## config.mk

```make
export PLATFORM = sky130hd
export DESIGN_NAME = dmem_load_store_unit
export DESIGN_NICKNAME = d
export VERILOG_FILES = /design/src/rtl/dmem_pkg.sv /design/src/rtl/dmem_lane_align.sv /design/src/rtl/dmem_load_store_unit.sv
export SDC_FILE = /design/constraint.sdc
export NUM_CORES = 1
export LEC_CHECK = 0
export BUFFER_PORTS_ARGS = -buffer_cell sky130_fd_sc_hd__buf_4
export CAP_MARGIN = 10
export CORE_MARGIN = 3
export CORE_UTILIZATION = 50
export DETAILED_ROUTE_END_ITERATION = 10
export GPL_TIMING_DRIVEN = 0
export PLACE_DENSITY = 0.92
export SLEW_MARGIN = 20
export SYNTH_ARGS = -nofsm -noshare
export SYNTH_HDL_FRONTEND = slang
export SYNTH_HIERARCHICAL = 1
export SYNTH_SLANG_ARGS = --single-unit
```

## constraint.sdc

```tcl
create_clock -name clk -period 4.34 [get_ports clk]
set_input_delay 0.434 -clock clk [delete_from_list [all_inputs] [get_ports clk]]
set_output_delay 0.434 -clock clk [all_outputs]
set_load 0.05 [all_outputs]
```

## src/rtl/dmem_pkg.sv

```systemverilog
// Shared types and constants for the data-memory load/store unit.
// Used by dmem_load_store_unit and dmem_lane_align.
package dmem_pkg;

  typedef enum logic [1:0] {
    S_IDLE,
    S_REQ,
    S_WAIT,
    S_DONE
  } state_t;

  localparam logic [2:0] F3_B  = 3'b000;
  localparam logic [2:0] F3_H  = 3'b001;
  localparam logic [2:0] F3_W  = 3'b010;
  localparam logic [2:0] F3_BU = 3'b100;
  localparam logic [2:0] F3_HU = 3'b101;

  localparam int unsigned BE_W = 4;

  function automatic logic f3_supported(input logic [2:0] f3);
    return (f3 == F3_B) || (f3 == F3_H) || (f3 == F3_W) ||
           (f3 == F3_BU) || (f3 == F3_HU);
  endfunction

  function automatic logic misaligned(input logic [2:0] f3, input logic [1:0] off);
    logic bad;
    bad = 1'b0;
    case (f3[1:0])
      2'b01:   bad = off[0];
      2'b10:   bad = (off != 2'b00);
      default: bad = 1'b0;
    endcase
    return bad;
  endfunction

endpackage

```

## src/rtl/dmem_lane_align.sv

```systemverilog
// Combinational lane logic: store byte enables / data shift and load
// byte/half extraction with sign or zero extension.
module dmem_lane_align
  import dmem_pkg::*;
#(
  parameter int unsigned XLEN = 32
) (
  input  logic [2:0]      funct3,
  input  logic [1:0]      offset,
  input  logic [XLEN-1:0] store_data,
  input  logic [XLEN-1:0] load_word,
  output logic [BE_W-1:0] be,
  output logic [XLEN-1:0] lane_data,
  output logic [XLEN-1:0] load_data
);

  logic [1:0]      lane;
  logic [4:0]      shamt;
  logic [XLEN-1:0] shifted;
  logic            sext;

  always_comb begin
    lane      = 2'b00;
    be        = '0;
    lane_data = '0;
    load_data = '0;
    sext      = ~funct3[2];
    // Low address bits the access size cannot use are forced to zero.
    case (funct3[1:0])
      2'b00:   lane = offset;
      2'b01:   lane = {offset[1], 1'b0};
      default: lane = 2'b00;
    endcase
    shamt   = {lane, 3'b000};
    shifted = load_word >> shamt;
    case (funct3)
      F3_B, F3_BU: begin
        be        = BE_W'(1) << lane;
        lane_data = XLEN'(store_data[7:0]) << shamt;
        load_data = {{(XLEN-8){sext & shifted[7]}}, shifted[7:0]};
      end
      F3_H, F3_HU: begin
        be        = BE_W'(3) << lane;
        lane_data = XLEN'(store_data[15:0]) << shamt;
        load_data = {{(XLEN-16){sext & shifted[15]}}, shifted[15:0]};
      end
      F3_W: begin
        be        = '1;
        lane_data = store_data;
        load_data = load_word;
      end
      default: ;
    endcase
  end

endmodule

```

## src/rtl/dmem_load_store_unit.sv

```systemverilog
// Load/store unit: req/gnt/rvalid bus handshake, lane alignment, core stall.
// Optional macro DMEM_MISALIGN_CHECK_EN rejects misaligned half/word accesses.
module dmem_load_store_unit
  import dmem_pkg::*;
#(
  parameter int unsigned TIMEOUT_CYCLES = 16,
  parameter int unsigned XLEN           = 32
) (
  input  logic            clk,
  input  logic            reset,
  input  logic            MemReq,
  input  logic            MemWrite,
  input  logic [2:0]      funct3,
  input  logic [XLEN-1:0] ALUResult,
  input  logic [XLEN-1:0] WriteData,
  output logic            Stall,
  output logic [XLEN-1:0] RD,
  output logic            RDValid,
  output logic            MemErr,
  output logic            bus_req,
  output logic            bus_we,
  output logic [XLEN-1:0] bus_addr,
  output logic [BE_W-1:0] bus_be,
  output logic [XLEN-1:0] bus_wdata,
  input  logic            bus_gnt,
  input  logic            bus_rvalid,
  input  logic [XLEN-1:0] bus_rdata
);

  localparam int unsigned CW = $clog2(TIMEOUT_CYCLES) + 1;

  state_t          state_q, state_d;
  logic            we_q;
  logic [2:0]      f3_q;
  logic [1:0]      off_q;
  logic            err_q;
  logic [CW-1:0]   cnt_q;
  logic            timeout;
  logic            bad_req;
  logic [2:0]      la_f3;
  logic [1:0]      la_off;
  logic [BE_W-1:0] la_be;
  logic [XLEN-1:0] la_wdata;
  logic [XLEN-1:0] la_rdata;

  // One aligner serves both paths: live inputs while idle, captured request after.
  assign la_f3  = (state_q == S_IDLE) ? funct3 : f3_q;
  assign la_off = (state_q == S_IDLE) ? ALUResult[1:0] : off_q;

  dmem_lane_align #(.XLEN(XLEN)) u_align (
    .funct3     (la_f3),
    .offset     (la_off),
    .store_data (WriteData),
    .load_word  (bus_rdata),
    .be         (la_be),
    .lane_data  (la_wdata),
    .load_data  (la_rdata)
  );

`ifdef DMEM_MISALIGN_CHECK_EN
  assign bad_req = !f3_supported(funct3) || misaligned(funct3, ALUResult[1:0]);
`else
  assign bad_req = !f3_supported(funct3);
`endif

  assign timeout = (cnt_q == CW'(TIMEOUT_CYCLES - 1));

  always_ff @(posedge clk or posedge reset) begin
    if (reset) state_q <= S_IDLE;
    else       state_q <= state_d;
  end

  always_comb begin
    state_d = state_q;
    Stall   = 1'b0;
    case (state_q)
      S_IDLE: begin
        if (MemReq) begin
          Stall   = 1'b1;
          state_d = bad_req ? S_DONE : S_REQ;
        end
      end
      S_REQ: begin
        Stall = 1'b1;
        if (bus_gnt)      state_d = we_q ? S_DONE : S_WAIT;
        else if (timeout) state_d = S_DONE;
      end
      S_WAIT: begin
        Stall = 1'b1;
        if (bus_rvalid || timeout) state_d = S_DONE;
      end
      S_DONE:  state_d = S_IDLE;
      default: state_d = S_IDLE;
    endcase
  end

  assign bus_req = (state_q == S_REQ);
  assign bus_we  = (state_q == S_REQ) && we_q;
  assign RDValid = (state_q == S_DONE) && !we_q && !err_q;
  assign MemErr  = (state_q == S_DONE) && err_q;

  always_ff @(posedge clk or posedge reset) begin
    if (reset) begin
      we_q      <= 1'b0;
      f3_q      <= '0;
      off_q     <= '0;
      err_q     <= 1'b0;
      cnt_q     <= '0;
      RD        <= '0;
      bus_addr  <= '0;
      bus_be    <= '0;
      bus_wdata <= '0;
    end else begin
      case (state_q)
        S_IDLE: begin
          if (MemReq) begin
            we_q      <= MemWrite;
            f3_q      <= funct3;
            off_q     <= ALUResult[1:0];
            err_q     <= bad_req;
            cnt_q     <= '0;
            bus_addr  <= {ALUResult[XLEN-1:2], 2'b00};
            bus_be    <= la_be;
            bus_wdata <= la_wdata;
            if (bad_req) RD <= '0;
          end
        end
        S_REQ: begin
          if (bus_gnt) begin
            cnt_q <= '0;
          end else if (timeout) begin
            err_q <= 1'b1;
            RD    <= '0;
          end else begin
            cnt_q <= cnt_q + 1'b1;
          end
        end
        S_WAIT: begin
          if (bus_rvalid) begin
            RD <= la_rdata;
          end else if (timeout) begin
            err_q <= 1'b1;
            RD    <= '0;
          end else begin
            cnt_q <= cnt_q + 1'b1;
          end
        end
        default: ;
      endcase
    end
  end

endmodule

```

==> results.py <==
metrics = {
    "outcome": {
        "status": "complete, no violations",
    },
    "sta": {
        "clock_skew_ns": 0.00683,
        "slew_viol_final": 0,
        "rsz0062_at_grt": "no",
        "relSlewSlack_pct": 46.7,
        "max_freq_mhz": 300,
        "min_period_ns": 3.33,
        "fin_crit_sh_pct": 76.7,
        "hold_viol": 0,
        "worst_pin_slew_ns": 0.794,
        "finalSetupViolCount": 0,
    },
    "drt": {
        "postRouteAntennaNets": 0,
        "drt_iter0_markers": 407,
        "drt-pass1-iter-count": 6,
        "wl_um": 17100,
        "wl_per_cell_um": 20.4,
        "route.detailed.drc": 0,
        "num_vias": 4926,
        "via_per_inst": 5.86,
    },
    "critical_path": {
        "rr_worst_depth": 11,
        "worstPathCellList": "inv_1 -> ha_1 -> buf_1 -> mux2_2 -> nor2b_1 -> buf_2 -> mux2i_1 -> a2bb2oi_4 -> buf_6 -> o211ai_1 -> a22o_1",
        "cp_num_cells": 11,
        "crit_path_start_kind": "flip-flop",
        "path_delay_family": "buffers and inverters",
        "critical_path.slowest_cell": "dfrtp_1",
        "cp.required_ns": 4.56,
        "cp_max_fo": 10,
        "crit_type": "reg -> reg",
        "max_stage_delay_ns": 0.45,
        "critPathBufInv": 4,
        "endpoint_kind": "flip-flop",
        "cp.arrival_ns": 3.55,
    },
    "global_route": {
        "grt_pass1_wl_um": 27600,
        "grt_overflow": 0,
        "grt_pass1_vias": 5302,
        "grt_usage_pct": 27.1,
        "grt_start_max_net_pins": 59,
        "antenna_found_initial": 0,
    },
    "clock_tree": {
        "cts_root_buf": "clkbuf_16",
        "hold_buffers": 0,
        "htreeDepth": 3,
        "clkSlewWorstSetupHoldPaths_ns": 0.07,
        "cts_buffers": 9,
        "clkSinkCount": 112,
        "cts_buffer_depth": 2,
        "ctsResizeCount": 0,
        "insertion_delay_ns": 0.34,
        "cts_setup_buffers": 0,
        "cts_tree": "done",
    },
    "synthesis": {
        "synth_cells": 475,
        "yosysTopAreaCellShare_pct": 49.4,
        "synth.avg_cell_area_um2": 11.9,
        "synth_top_area_cell": "dfrtp_1",
        "synthDistinctLibCells": 47,
        "ys_ff_latch": 112,
        "yosysWarnings": 6,
        "synth_edf_count": 0,
        "ys.flop_type": "dfrtp_1",
        "syn_area_um2": 5670,
        "seq_area_frac_synth_pct": 49.4,
        "synth_area_leaders": "dfrtp_1 49%, mux2_2 15%, a22o_1 7.6%",
        "ys_async_sr_fraction_pct": 100,
    },
    "power": {
        "vdd_drop_max_v": 0.000602,
        "power.leakage_uw": 0.00381,
        "power-per-cell-area_nw_per_um2": 897,
    },
    "floorplanning": {
        "dieWidth_um": 113,
        "initial_core_util_pct": 51.7,
        "core_area_um2": 11000,
        "pin_count": 210,
        "die_area_um2": 12700,
        "fp-row-count": 38,
        "fp.dieH_um": 113,
    },
    "final_layout": {
        "layout_common_cells": "209 x buf_4, 112 x dfrtp_1, 78 x mux2_2",
        "nFillCells": 793,
        "utilization_pct": 70.3,
        "final_nets": 806,
        "drive_above_1_share_pct": 49.3,
        "final_area_um2": 7720,
        "mostFrequentLayoutCell": "buf_4",
        "diodes": 0,
        "instances_no_fill": 840,
        "area_delta_synth_final_pct": 36.1,
    },
    "place": {
        "placed_cells": 824,
        "dpl_cell_area_um2": 7440,
        "place_hpwl_um": 13400,
        "finalWeightedCongestion": 0.872,
        "port_buffers": 207,
    },
    "worst_hold_path": {
        "hp-class": "in -> async",
    },
    "run": {
        "drv_cap": 0,
    },
}
==> power by group <==
group	total (µW)	internal, µW	switching (µW)	leakage, µW
sequential	1690	1440	246	0.00145
combinational	4450	1610	2840	0.00221
clock	795	423	371	0.000143
==> final timing paths <==
path | start | endpoint | slack, ns
worst max-delay path | state_q[0]$_DFFE_PP0P_ | RD[17]$_DFFE_PP0P_ | 1.01
worst min register to register | cnt_q[4]$_DFFE_PP0P_ | cnt_q[4]$_DFFE_PP0P_ | 0.50
min in group clk | ALUResult[27] | bus_addr[27]$_DFFE_PP0P_ | 0.33
worst min-delay path | reset | bus_addr[29]$_DFFE_PP0P_ | 0.14
max in group asynchronous | reset | bus_wdata[3]$_DFFE_PP0P_ | 3.54
worst max register to register | state_q[0]$_DFFE_PP0P_ | RD[17]$_DFFE_PP0P_ | 1.01
==> flip-flops by register name, summed over array words and instances, names as in the netlist <==
name,cells
off_q,2
RD,32
state_q,2
err_q,1
bus_be,4
we_q,1
bus_wdata,32
cnt_q,5
f3_q,3
bus_addr,30
==> layout make-up <==
class | instances | area [µm²] | area share (%)
multi-input cells | 321 | 2580 | 33.4
clock inverters | 4 | 27.5 | 0.356
inverters | 3 | 16.3 | 0.211
repair buffers | 208 | 1580 | 20.5
well taps | 140 | 175 | 2.27
plain buffers | 40 | 280 | 3.63
clock buffers | 12 | 256 | 3.32
flip-flops and latches | 112 | 2800 | 36.3
==> Yosys cell counts (7+ instances only) <==
cell type	count
buf_6	7
nand2_1	37
nand3_1	16
mux2_2	78
o211ai_1	16
a21oi_1	16
clkbuf_1	9
a221o_1	7
buf_2	17
dfrtp_1	112
o21ai_0	13
mux2i_1	10
a22oi_1	8
a22o_1	49
and2_1	13
==> per-stage QoR <==
| step | power (µW) | setup slack (ns) | setup TNS (ns) | hold slack [ns] |
|---|---|---|---|---|
| after global placement | 5970 | -0.153 | -16.27 | 0.463 |
| after CTS | 6930 | 1.03 | 0 | 0.162 |
| after global routing | 7300 | 0.832 | 0 | 0.174 |
| after floorplan | 4840 | 0.947 | 0 | 0.443 |
| after detailed placement | 6120 | 1.05 | 0 | 0.469 |
| final | 6930 | 1.01 | 0 | 0.143 |
==> cell families (layout without fill, tap and decap cells) <==
group / after synthesis / after routing / synth area share (%)
AOI/OAI and AO/OA: 129 / 129 / 18.0
other: 1 / 2 / 0.0661
muxes: 89 / 89 / 17.5
buffers and inverters: 43 / 267 / 5.14
DFF: 112 / 112 / 49.4
and+or+nand+nor: 95 / 95 / 8.54
adders and majority gates: 6 / 6 / 1.32
==> metal layers <==
layer	vias to the layer above	global-route usage, %	routed length (µm)	share of wire (%)
li1	2205	-	-	-
met1	2389	34.2	6420	37
met2	294	46.4	8650	51
met3	38	7.01	1700	9.9
met4	0	7.53	345	2.0
met5	-	0	0	0
Note: power is estimated with default switching activity, not from simulation.
